===== src/rtl/apb_master_q.sv =====
// apb_master_q: queued APB master.
//
// Host commands are buffered in a FIFO and issued one at a time as APB
// SETUP/ACCESS transfers. The target slave is decoded from the top
// SEL_BITS address bits. Every command produces exactly one response,
// in command order.
//
// Ports
//   P_clk, P_reset          clock (rising edge), synchronous active-high reset
//   cmd_valid/cmd_ready     command handshake
//   cmd_rw/addr/wdata       command payload (rw: 1 = write)
//   rsp_valid               one-cycle response strobe (no backpressure)
//   rsp_rdata/err/timeout   response payload
//   P_sel..P_wdata          registered APB request outputs
//   P_rdata/ready/slverr    APB slave response inputs
//   P_busy                  work queued, in flight, or a response is being delivered
//   dbg_state               current FSM state (IDLE=0, SETUP=1, ACCESS=2)
//
// Handshake: a command is transferred on every rising edge where
// cmd_valid && cmd_ready are both high. cmd_ready depends only on the FIFO
// occupancy (never on cmd_valid), so the host may hold cmd_valid and its
// payload steady until it sees cmd_ready. The response side has no ready:
// rsp_valid is a single-cycle strobe the host must capture.

module apb_master_q #(
  parameter int ADDR_WIDTH     = 8,
  parameter int DATA_WIDTH     = 8,
  parameter int NUM_SLAVES     = 2,
  parameter int FIFO_DEPTH     = 4,
  parameter int TIMEOUT_CYCLES = 16
) (
  input  logic                  P_clk,
  input  logic                  P_reset,
  input  logic                  cmd_valid,
  output logic                  cmd_ready,
  input  logic                  cmd_rw,
  input  logic [ADDR_WIDTH-1:0] cmd_addr,
  input  logic [DATA_WIDTH-1:0] cmd_wdata,
  output logic                  rsp_valid,
  output logic [DATA_WIDTH-1:0] rsp_rdata,
  output logic                  rsp_err,
  output logic                  rsp_timeout,
  output logic [NUM_SLAVES-1:0] P_sel,
  output logic                  P_enable,
  output logic                  P_write,
  output logic [ADDR_WIDTH-1:0] P_addr,
  output logic [DATA_WIDTH-1:0] P_wdata,
  input  logic [DATA_WIDTH-1:0] P_rdata,
  input  logic                  P_ready,
  input  logic                  P_slverr,
  output logic                  P_busy,
  output logic [1:0]            dbg_state
);

  localparam int SEL_BITS = (NUM_SLAVES > 1) ? $clog2(NUM_SLAVES) : 0;
  localparam int SEL_W    = (SEL_BITS > 0) ? SEL_BITS : 1;
  localparam int PTR_W    = $clog2(FIFO_DEPTH);
  localparam int CNT_W    = (TIMEOUT_CYCLES > 0) ? $clog2(TIMEOUT_CYCLES + 1) : 1;

  // Value of the wait counter during the last ACCESS cycle allowed to stall.
  localparam logic [CNT_W-1:0] WAIT_LAST =
    CNT_W'((TIMEOUT_CYCLES > 0) ? (TIMEOUT_CYCLES - 1) : 0);
  localparam logic [PTR_W:0]   FIFO_FULL_CNT = (PTR_W + 1)'(FIFO_DEPTH);

  localparam logic [1:0] ST_IDLE   = 2'd0;
  localparam logic [1:0] ST_SETUP  = 2'd1;
  localparam logic [1:0] ST_ACCESS = 2'd2;

  // ---------------------------------------------------------------------
  // Command FIFO
  // ---------------------------------------------------------------------
  logic                  fifo_rw    [FIFO_DEPTH];
  logic [ADDR_WIDTH-1:0] fifo_addr  [FIFO_DEPTH];
  logic [DATA_WIDTH-1:0] fifo_wdata [FIFO_DEPTH];
  logic [PTR_W-1:0]      wr_ptr;
  logic [PTR_W-1:0]      rd_ptr;
  logic [PTR_W:0]        count;
  logic                  ready_en;
  logic                  fifo_empty;
  logic                  push;
  logic                  pop;

  assign fifo_empty = (count == '0);
  // ready_en holds cmd_ready low for the first cycle after reset.
  assign cmd_ready  = ready_en && (count != FIFO_FULL_CNT);
  assign push       = cmd_valid && cmd_ready;

  always_ff @(posedge P_clk) begin
    if (push) begin
      fifo_rw[wr_ptr]    <= cmd_rw;
      fifo_addr[wr_ptr]  <= cmd_addr;
      fifo_wdata[wr_ptr] <= cmd_wdata;
    end
  end

  // Depth is a power of two, so the pointers wrap by plain overflow.
  always_ff @(posedge P_clk) begin
    if (P_reset) begin
      wr_ptr   <= '0;
      rd_ptr   <= '0;
      count    <= '0;
      ready_en <= 1'b0;
    end else begin
      ready_en <= 1'b1;
      if (push) wr_ptr <= wr_ptr + PTR_W'(1);
      if (pop)  rd_ptr <= rd_ptr + PTR_W'(1);
      if (push && !pop)      count <= count + (PTR_W + 1)'(1);
      else if (pop && !push) count <= count - (PTR_W + 1)'(1);
    end
  end

  // ---------------------------------------------------------------------
  // Head-of-queue decode
  // ---------------------------------------------------------------------
  logic                  head_rw;
  logic [ADDR_WIDTH-1:0] head_addr;
  logic [DATA_WIDTH-1:0] head_wdata;
  logic [SEL_W-1:0]      head_idx;
  logic                  head_ok;
  logic [NUM_SLAVES-1:0] head_sel;

  assign head_rw    = fifo_rw[rd_ptr];
  assign head_addr  = fifo_addr[rd_ptr];
  assign head_wdata = fifo_wdata[rd_ptr];

  generate
    if (SEL_BITS == 0) begin : g_one_slave
      assign head_idx = '0;
    end else begin : g_multi_slave
      assign head_idx = head_addr[ADDR_WIDTH-1 -: SEL_BITS];
    end
  endgenerate

  // Non-power-of-two slave counts leave some index values unmapped.
  assign head_ok  = (32'(head_idx) < NUM_SLAVES);
  assign head_sel = NUM_SLAVES'(1) << head_idx;

  // ---------------------------------------------------------------------
  // Transfer FSM
  // ---------------------------------------------------------------------
  logic [1:0]       state;
  logic [1:0]       state_next;
  logic [CNT_W-1:0] wait_cnt;
  logic             load;       // pop head into the APB request registers
  logic             dec_err;    // pop head that maps to no slave
  logic             complete;   // ACCESS finished with P_ready
  logic             abort;      // ACCESS timed out
  logic             timeout_hit;

  assign timeout_hit = (TIMEOUT_CYCLES != 0) && (wait_cnt == WAIT_LAST);

  always_comb begin
    state_next = state;
    pop        = 1'b0;
    load       = 1'b0;
    dec_err    = 1'b0;
    complete   = 1'b0;
    abort      = 1'b0;
    case (state)
      ST_IDLE: begin
        if (!fifo_empty) begin
          pop = 1'b1;
          if (head_ok) begin
            load       = 1'b1;
            state_next = ST_SETUP;
          end else begin
            dec_err = 1'b1;
          end
        end
      end
      ST_SETUP: begin
        state_next = ST_ACCESS;
      end
      ST_ACCESS: begin
        if (P_ready) begin
          complete = 1'b1;
          // A decode-error head is left for IDLE so its response cannot
          // collide with the completion response on the next cycle.
          if (!fifo_empty && head_ok) begin
            pop        = 1'b1;
            load       = 1'b1;
            state_next = ST_SETUP;
          end else begin
            state_next = ST_IDLE;
          end
        end else if (timeout_hit) begin
          abort      = 1'b1;
          state_next = ST_IDLE;
        end
      end
      default: begin
        state_next = ST_IDLE;
      end
    endcase
  end

  always_ff @(posedge P_clk) begin
    if (P_reset) begin
      state       <= ST_IDLE;
      wait_cnt    <= '0;
      P_sel       <= '0;
      P_enable    <= 1'b0;
      P_write     <= 1'b0;
      P_addr      <= '0;
      P_wdata     <= '0;
      rsp_valid   <= 1'b0;
      rsp_rdata   <= '0;
      rsp_err     <= 1'b0;
      rsp_timeout <= 1'b0;
    end else begin
      state    <= state_next;
      P_enable <= (state_next == ST_ACCESS);

      // The APB request registers double as the holding registers.
      if (load) begin
        P_sel   <= head_sel;
        P_addr  <= head_addr;
        P_write <= head_rw;
        P_wdata <= head_rw ? head_wdata : '0;
      end else if (complete || abort) begin
        P_sel <= '0;
      end

      if (load) begin
        wait_cnt <= '0;
      end else if ((state == ST_ACCESS) && !P_ready && (wait_cnt != '1)) begin
        wait_cnt <= wait_cnt + CNT_W'(1);
      end

      // P_write still describes the finishing transfer here; a same-cycle
      // load only updates it at this edge.
      rsp_valid   <= complete || abort || dec_err;
      rsp_err     <= abort || dec_err || (complete && P_slverr);
      rsp_timeout <= abort;
      rsp_rdata   <= (complete && !P_write && !P_slverr) ? P_rdata : '0;
    end
  end

  assign P_busy    = !fifo_empty || (state != ST_IDLE) || rsp_valid;
  assign dbg_state = state;

endmodule


===== config.mk =====
export PLATFORM = sky130hd
export DESIGN_NAME = apb_master_q
export DESIGN_NICKNAME = d
export VERILOG_FILES = /design/src/rtl/apb_master_q.sv
export SDC_FILE = /design/constraint.sdc
export NUM_CORES = 1
export LEC_CHECK = 0
export CAP_MARGIN = 40
export CORE_AREA = 10 10 122 124
export DETAILED_ROUTE_END_ITERATION = 6
export DIE_AREA = 0 0 132 134
export SLEW_MARGIN = 25
export SYNTH_ARGS = -nofsm -noshare
export SYNTH_HDL_FRONTEND = slang
export SYNTH_SLANG_ARGS = --single-unit

===== constraint.sdc =====
create_clock -name P_clk -period 2.8 [get_ports P_clk]
set_input_delay 0.42 -clock P_clk [delete_from_list [all_inputs] [get_ports P_clk]]
set_output_delay 0.42 -clock P_clk [all_outputs]
set_load 0.01 [all_outputs]

==> metrics.txt <==
outcome complete, no violations; first-pass GRT wire length 14.5 mm; WHS Path Cells 2; FF-to-FF setup slack around 550 ps; clock network power share 37.8%; RSZ-0062 raised after global routing false; Slew @ Worst Pin about 640 ps; FF-to-FF path depth 9; switching pwr around 0.0015 W; Seq pwr share about two fifths; total die area 0.0177 sq mm; post-DP HPWL slightly below 6 mm; CP endpoint kind flop; worst-case clock buffer depth 2; CTS clk-pin slew, worst paths about 60 ps; area added between synthesis and finish 34.6%; Synth area leader edfxtp_1; Skew-Pair Late Insertion Delay about 400 ps; routed length per placed instance 16.2 um; WL final 8.95 mm; drt drc 0; vias in the first global route 2641; gpl congestion 0.680; worst IR drop on VDD 0.527 mV; Die Wd between 100 and 150 um; H-Tree Depth 4; Area contributors post-synth edfxtp_1 48%, dfxtp_1 22%, mux4_2 9.0%; Root Driver clkbuf_16; Hold Startpoint P_wdata[4]; max incr delay on CP roughly 400 ps; largest net degree at the start of global routing 36; total power around 0.0055 W; final hold slack around 450 ps; DR vias/cell between 4 and 5; Iteration-0 DRC Markers between 100 and 150; RR Startpoint count[0]; fmax 445 MHz; initial antenna violation count 0; Crit Path Class flop to flop; Hold EP P_wdata[4]; Sw Share between 20 and 30%; Avg Synthesized Cell Area between 15 and 20 sq um; core area around 0.012 sq mm; post-CTS setup buffers 0; reg2reg end count[2]; routed vias between 2000 and 3000; clock sinks between 100 and 150; Logic pwr share between 20 and 25%; Setup Viol. Count Final 0; HP Class flop to flop; Port Buffers 64; P_int about 0.004 W; First-pass DRT Iterations 4; cell area after synthesis about 0.0043 sq mm; WP data required about 3100 ps; io pins 65; max-cap violations 0; GRT overflow 0; post-synth cell types 30; CTS tree done; Post-CTS Resized 0; fin crit period roughly 2200 ps; Placement Rows approximately 40; DRT antenna net count 0; multi-input logic area 0.00118 sq mm; Fill cells 1101; Final Max Tran Viols 0; fin crit share about four fifths; GRT Util Overall around a tenth; setup_tns 0 ps; Initial Util about a third; CP max-delay cell nor3_1; commonest non-fill, non-tap cell in the layout edfxtp_1; clk_skew between 6 and 7 ps; pwr dens between 900 and 1000 mW/mm^2; Final Hold Fails 0; die height about 130 um; Critical Path, Cell by Cell nor3_1 > nor3_4 > inv_2 > ha_1 > inv_1 > fa_1 > xor2_1 > or3_1 > a21oi_1; post-layout net count a little over 400; P_leak 1.98 nW; share of the synthesized area in the top cell type a little under half; sequential fraction of the synthesis area 70.2%; post-synth net total 324; Top delay family on crit path simple AND/OR/NAND/NOR gates; max_slew headroom a little under three fifths; critical path buffer and inverter count 2; Post-CTS Hold Buffers 0; Synth Instances 285; Final Util around 46%; layout cells sized above 1 16.1%; antenna fix cells 0; Seq cells post-synth about 120; CTS Buf Count 17; Crit path arrival time roughly 2600 ps; Yosys warning count 0; most frequent cells in the layout 68 x edfxtp_1, 64 x clkdlybuf4s50_1, 48 x dfxtp_1; register area 0.00300 sq mm; crit path launch type flop; crit path max fanout 5
-- worst min-delay path: cells and delay by family, from the launching register on --
family           cells  cell delay, ps
AND/OR/NAND/NOR      1              50
AO/OA/AOI/OAI        1              50
flip-flops           1             310
-- cell type report --
type,count,area share (%)
clock buffer,20,7.94
clock inverter,12,2.26
inverter,8,0.522
multi-input combinational,148,20.6
sequential,116,52.2
tap,172,3.74
timing repair buffer,75,12.8
-- flip-flops by register name (all words and copies together) (netlist names), named ones only --
name,flops
fifo_addr,32
fifo_wdata,32
P_addr,8
P_wdata,8
rsp_rdata,8
wait_cnt,5
fifo_rw,4
count,3
P_sel,2
dbg_state,2
rd_ptr,2
wr_ptr,2
P_enable,1
P_write,1
ready_en,1
rsp_err,1
rsp_timeout,1
rsp_valid,1
-- through the flow --
| step | setup slack [ps] | std cells | area [sq um] |
|---|---|---|---|
| final | 553 | 551 | 5750 |
| after detailed placement | 307 | 519 | 5170 |
| after global placement | 393 | 519 | 5170 |
| after global routing | 404 | 551 | 5750 |
| after CTS | 544 | 551 | 5750 |
| after floorplan | 494 | 285 | 4280 |
-- worst max path at each step --
stage	start	slack, ps	depth (start not counted)	to
after floorplan	count[0]	490	10	count[2]
after global placement	P_ready	390	10	count[2]
after detailed placement	P_ready	310	10	count[2]
after CTS	count[0]	540	9	count[2]
after global routing	count[0]	400	9	count[2]
final	count[0]	550	9	count[2]
-- synthesized netlist by cell type --
master and instances:
nand2b_1 2, nand4_1 1, fa_1 1, ha_1 8, o311a_1 1, xnor2_1 3, nand2_1 30, a21oi_1 23
xor2_1 4, dfxtp_1 48, or3_1 2, o21ai_0 3, o31a_1 1, nor4b_2 1, inv_2 1, buf_4 1
nand3_1 10, and3_1 2, nor3_4 1, inv_1 7, mux2i_1 4, and2_1 12, nor2b_1 3, mux4_2 17
edfxtp_1 68, clkbuf_1 7, buf_2 5, nor4b_4 1, nor2_1 12, nor3_1 6
-- cells by family (layout without fill, tap and decap cells) --
family	Yosys count	in the layout	synth area share [%]
compound gates	28	28	3.48
flops	116	116	70.2
simple gates	83	83	10.1
xor+xnor	7	7	1.43
mux	21	21	9.89
fa+ha+maj	9	9	2.81
buf+inv	21	115	2.08
-- power by group through the flow --
stage / registers, W / logic (W) / clock network (W)
floorplan: 0.00220 / 0.000726 / 0
global placement: 0.00220 / 0.00128 / 0
detailed placement: 0.00221 / 0.00130 / 0
CTS: 0.00218 / 0.00131 / 0.00215
global route: 0.00220 / 0.00141 / 0.00223
finish: 0.00217 / 0.00128 / 0.00209
-- metal layers --
layer / global-route usage (%) / part of all wire [%] / wire length [um] / up-vias
met1: 12.6 / 47 / 4220 / 1237
li1: - / - / - / 1202
met2: 16.3 / 45 / 4070 / 78
met3: 4.52 / 6.1 / 545 / 12
met4: 4.57 / 1.3 / 119 / 0
met5: 0 / 0 / 0 / -
Note: power is estimated with default switching activity, not from simulation.
